### src/rtl/wb_arbiter_2m.sv
// Two-master to one-slave pipelined Wishbone arbiter.
// Round-robin grant is held for a whole CYC. Outstanding requests are counted
// and capped at MAX_OUT. A watchdog aborts a hung slave by returning ERR.
module wb_arbiter_2m #(
  parameter int unsigned AW      = 30,
  parameter int unsigned DW      = 32,
  parameter int unsigned MAX_OUT = 4,
  parameter int unsigned TIMEOUT = 255
) (
  input  logic            i_clk,
  input  logic            i_reset,
  input  logic            i_a_cyc,
  input  logic            i_a_stb,
  input  logic            i_a_we,
  input  logic [AW-1:0]   i_a_addr,
  input  logic [DW-1:0]   i_a_data,
  input  logic [DW/8-1:0] i_a_sel,
  input  logic            i_b_cyc,
  input  logic            i_b_stb,
  input  logic            i_b_we,
  input  logic [AW-1:0]   i_b_addr,
  input  logic [DW-1:0]   i_b_data,
  input  logic [DW/8-1:0] i_b_sel,
  output logic            o_a_stall,
  output logic            o_a_ack,
  output logic            o_a_err,
  output logic [DW-1:0]   o_a_data,
  output logic            o_b_stall,
  output logic            o_b_ack,
  output logic            o_b_err,
  output logic [DW-1:0]   o_b_data,
  output logic            o_s_cyc,
  output logic            o_s_stb,
  output logic            o_s_we,
  output logic [AW-1:0]   o_s_addr,
  output logic [DW-1:0]   o_s_data,
  output logic [DW/8-1:0] o_s_sel,
  input  logic            i_s_stall,
  input  logic            i_s_ack,
  input  logic            i_s_err,
  input  logic [DW-1:0]   i_s_data
);

  localparam int unsigned OW = $clog2(MAX_OUT + 1);
  localparam int unsigned TW = $clog2(TIMEOUT);

  typedef enum logic [1:0] {
    ST_IDLE  = 2'd0,
    ST_GNT_A = 2'd1,
    ST_GNT_B = 2'd2,
    ST_ABORT = 2'd3
  } state_e;

  state_e          state_q, state_d;
  logic            last_b_q, last_b_d;   // 1: B was granted last
  logic [OW-1:0]   out_q, out_d;
  logic [TW-1:0]   wdog_q, wdog_d;

  logic gnt_a, gnt_b, gnt, abort;
  logic x_cyc, x_stb, full, accept, retire;

  // Grant decode and slave-side request mux
  assign gnt_a    = (state_q == ST_GNT_A);
  assign gnt_b    = (state_q == ST_GNT_B);
  assign gnt      = gnt_a | gnt_b;
  assign abort    = (state_q == ST_ABORT);
  assign x_cyc    = gnt_b ? i_b_cyc : i_a_cyc;
  assign x_stb    = gnt_b ? i_b_stb : i_a_stb;
  assign full     = (out_q == OW'(MAX_OUT));

  assign o_s_cyc  = gnt & x_cyc;
  assign o_s_stb  = gnt & x_cyc & x_stb & ~full;
  assign o_s_we   = gnt_b ? i_b_we   : i_a_we;
  assign o_s_addr = gnt_b ? i_b_addr : i_a_addr;
  assign o_s_data = gnt_b ? i_b_data : i_a_data;
  assign o_s_sel  = gnt_b ? i_b_sel  : i_a_sel;

  assign accept   = o_s_stb & ~i_s_stall;
  assign retire   = gnt & (i_s_ack | i_s_err);

  // Master-side responses; the aborted master is the one granted last
  assign o_a_stall = gnt_a ? (i_s_stall | full) : 1'b1;
  assign o_b_stall = gnt_b ? (i_s_stall | full) : 1'b1;
  assign o_a_ack   = gnt_a & i_s_ack;
  assign o_b_ack   = gnt_b & i_s_ack;
  assign o_a_err   = (gnt_a & i_s_err) | (abort & ~last_b_q);
  assign o_b_err   = (gnt_b & i_s_err) | (abort &  last_b_q);
  assign o_a_data  = i_s_data;
  assign o_b_data  = i_s_data;

  // Next-state: arbitration, outstanding count and watchdog
  always_comb begin
    state_d  = state_q;
    last_b_d = last_b_q;
    out_d    = out_q;
    wdog_d   = wdog_q;
    case (state_q)
      ST_IDLE: begin
        out_d  = '0;
        wdog_d = '0;
        if (i_a_cyc && (!i_b_cyc || last_b_q)) begin
          state_d  = ST_GNT_A;
          last_b_d = 1'b0;
        end else if (i_b_cyc) begin
          state_d  = ST_GNT_B;
          last_b_d = 1'b1;
        end
      end
      ST_GNT_A, ST_GNT_B: begin
        if (!x_cyc) begin
          state_d = ST_IDLE;
          out_d   = '0;
          wdog_d  = '0;
        end else begin
          out_d = out_q + OW'(accept) - OW'(retire && (out_q != '0));
          if (retire || (out_q == '0)) begin
            wdog_d = '0;
          end else if (wdog_q == TW'(TIMEOUT - 1)) begin
            state_d = ST_ABORT;
          end else begin
            wdog_d = wdog_q + TW'(1);
          end
        end
      end
      ST_ABORT: begin
        state_d = ST_IDLE;
        out_d   = '0;
        wdog_d  = '0;
      end
      default: state_d = ST_IDLE;
    endcase
  end

  // State registers
  always_ff @(posedge i_clk or posedge i_reset) begin
    if (i_reset) begin
      state_q  <= ST_IDLE;
      last_b_q <= 1'b1;
      out_q    <= '0;
      wdog_q   <= '0;
    end else begin
      state_q  <= state_d;
      last_b_q <= last_b_d;
      out_q    <= out_d;
      wdog_q   <= wdog_d;
    end
  end

endmodule
### config.mk
export PLATFORM = sky130hd
export DESIGN_NAME = wb_arbiter_2m
export DESIGN_NICKNAME = d
export VERILOG_FILES = /design/src/rtl/wb_arbiter_2m.sv
export SDC_FILE = /design/constraint.sdc
export NUM_CORES = 1
export LEC_CHECK = 0
export ABC_CLOCK_PERIOD_IN_PS = 3800
export CELL_PAD_IN_SITES_DETAIL_PLACEMENT = 0
export CELL_PAD_IN_SITES_GLOBAL_PLACEMENT = 1
export CORE_MARGIN = 2
export CORE_UTILIZATION = 16
export CTS_CLUSTER_SIZE = 14
export DETAILED_ROUTE_END_ITERATION = 10
export GPL_ROUTABILITY_DRIVEN = 0
export PLACE_DENSITY_LB_ADDON = 0.1
export SETUP_SLACK_MARGIN = 0.15
export SYNTH_ARGS = -nofsm -noshare
export SYNTH_HDL_FRONTEND = slang
export SYNTH_SLANG_ARGS = --single-unit
### constraint.sdc
create_clock -name i_clk -period 3.8 [get_ports i_clk]
set_clock_uncertainty 0.05 [all_clocks]
set_input_delay 0.95 -clock i_clk [delete_from_list [all_inputs] [get_ports i_clk]]
set_output_delay 0.95 -clock i_clk [all_outputs]
set_load 0.05 [all_outputs]
==> flow_summary_export.csv <==
group,metric,value,unit
run_status,outcome,"completed",
clocking,clk_pin_slew,0.05,ns
sta,period_share,0.913,
grt,antenna_found_initial,0,
sta,max_slew_margin,0.627,
sta,hold_ws,0.512,ns
routing,via_per_inst,3.87,
placement,post_dp_cell_area,4110,um2
finish,drive_gt1_frac,0.321,
critical_path,rr_worst_depth,15,
logic_synthesis,yosysWarnings,0,
critical_path,crit_type,"reg -> out",
clocking,tritoncts,"built",
grt,grt_pass1_wl,14000,um
logic_synthesis,synthFlopType,"dfrtp_1",
routing,wl_per_cell,16.8,um
grt,grt_start_max_net_pins,38,
critical_path,rrSetupSlack,0.59,ns
sta,rsz0062_at_grt,"false",
clocking,numClockSinks,14,
clocking,cts_resized,0,
routing,routed_wl,9690,um
routing,dr.pass1.iters,3,
critical_path,worstSetupEndpointType,"output pin",
floorplan,core,13800,um2
finish,fin_area,4200,um2
min_path,min_path_cells,2,
floorplan,die_x,122,um
sta,setup_tns,0,ns
critical_path,worstPathRequired,2.80,ns
placement,place_hpwl,8550,um
pwr,ir_drop,0.000213,V
min_path,min_from,"last_b_q$_DFFE_PP1P_",
sta,tightest_slew,0.557,ns
logic_synthesis,syn_nets,426,
placement,port_buffers,217,
sta,maxSlewViolCount,0,
clocking,cts_buffers,3,
finish,synthToLayoutAreaGrowth,87.0,%
floorplan,fp.dieH,122,um
logic_synthesis,synth-seq-cells,14,
clocking,clk_latency,0.24,ns
finish,diodes,0,
clocking,cts_buffer_depth,2,
logic_synthesis,syn_inst,242,
routing,via_count,2228,
logic_synthesis,async_reset_ff_frac,1.00,
logic_synthesis,synth-edff-count,0,
routing,final_antenna_net_count,0,
logic_synthesis,syn_area,2250,um2
grt,overflow,0,
critical_path,cp-start-kind,"register",
clocking,cts_root_buffer,"clkbuf_16",
finish,layout_common_cells,"clkdlybuf4s50_1, mux2_2, buf_4",
critical_path,path_max_fanout,27,
floorplan,io_pins,314,
floorplan,dieArea,15000,um2
logic_synthesis,yosysSeqAreaShare,0.157,
grt,first_global_vias,2304,
sta,hold_viol,0,
critical_path,r2r_start,"state_q[0]$_DFFE_PP0P_",
critical_path,crit_start,"state_q[0]$_DFFE_PP0P_",
routing,dr.first_iter.drc_count,33,
sta,fmax,288,MHz
run,maxCapViolCount,0,
clocking,cts_hold_buf,0,
logic_synthesis,yosysUniqueCellTypes,36,
min_path,hold_path.class,"reg -> reg",
floorplan,start_util,0.163,
clocking,post_cts_buffers,0,
critical_path,crit_arrival,2.47,ns
pwr,p_leak,1.63,nW
pwr,power.density,637,nW/um2
sta,min_period,3.47,ns
critical_path,r2r-end,"out_q[2]$_DFF_PP0_",
finish,layout_commonest_cell,"clkdlybuf4s50_1",
clocking,cts-htree-levels,1,
logic_synthesis,syn_area_per_cell,9.28,um2
floorplan,num_rows,43,
grt,track_usage,0.124,
min_path,min_to,"last_b_q$_DFFE_PP1P_",
finish,finalNetCount,581,
routing,drc_errors,0,
sta,final-setup-viol-count,0,
-- per-stage QoR --
stage / worst slack, ns / instances / util / power, mW
finish: 0.329 / 576 / 0.305 / 2.67
global route: 0.241 / 576 / 0.305 / 2.80
CTS: 0.294 / 576 / 0.305 / 2.72
detailed placement: 0.283 / 572 / 0.299 / 2.49
global placement: 0.367 / 572 / 0.299 / 2.50
floorplan: 0.369 / 242 / - / 1.88
-- worst max-delay path, stage by stage, from the launching register on --
cell             delay [ns]
dfrtp_1                0.44
inv_1                  0.15
ha_4                   0.17
buf_4                  0.33
mux2_2                 0.42
clkdlybuf4s50_1        0.72
-- registers in the layout, indices dropped and copies added (netlist names) --
register and cells:
last_b_q 1, out_q 3, state_q 2, wdog_q 8
-- final cells by class --
class | count | area [um2]
Timing Repair Buffer | 223 | 2150
Sequential cell | 14 | 352
Inverter | 8 | 30.0
Clock buffer | 4 | 88.8
Multi-Input combinational cell | 147 | 1350
Fill cell | 1496 | 9570
Tap cell | 180 | 225
-- logic make-up after synthesis --
| kind of cell | synth area share |
|---|---|
| adder cells (fa/ha/maj) | 0.0535 |
| multiplexers | 0.345 |
| AO/OA/AOI/OAI | 0.0713 |
| buffers and inverters | 0.250 |
| flip-flops | 0.157 |
| XOR/XNOR | 0.0351 |
| AND/OR/NAND/NOR | 0.0880 |
-- Yosys cell counts (2+ instances only) --
cell type	n	share of area
nand2_2	2	0.0056
dfrtp_1	13	0.14
buf_4	64	0.21
a211oi_1	4	0.013
nand3_1	5	0.011
and2_1	2	0.0056
xor2_1	3	0.012
ha_1	8	0.045
nor3_1	3	0.0067
a21oi_1	9	0.020
nand2b_1	4	0.011
mux2_2	68	0.34
inv_1	7	0.012
nor2_1	11	0.018
xnor2_1	6	0.023
buf_2	8	0.018
nand2_1	6	0.010
-- worst max path at each step --
stage | endpoint | cells past startpoint | slack [ns]
after CTS | o_s_addr[17] | 5 | 0.29
after detailed placement | out_q[2]$_DFF_PP0_ | 13 | 0.28
after global routing | o_s_addr[17] | 5 | 0.24
final | o_s_addr[17] | 5 | 0.33
after global placement | out_q[2]$_DFF_PP0_ | 13 | 0.37
after floorplan | out_q[2]$_DFF_PP0_ | 12 | 0.37
-- power by group --
group          switching [mW]  internal [mW]  total (mW)  leakage (nW)
registers              0.0320          0.172       0.204         0.189
clock network          0.0623          0.160       0.222        0.0442
logic                    1.37          0.883        2.25          1.40
-- layer usage --
layer / GRT usage / share of wire / vias up
li1: - / - / 1082
met1: 0.139 / 0.37 / 1021
met2: 0.230 / 0.54 / 123
met3: 0.0479 / 0.087 / 2
met4: 0.00790 / 0.0018 / 0
met5: 0 / 0 / -
Power figures use the tool's default switching activity.
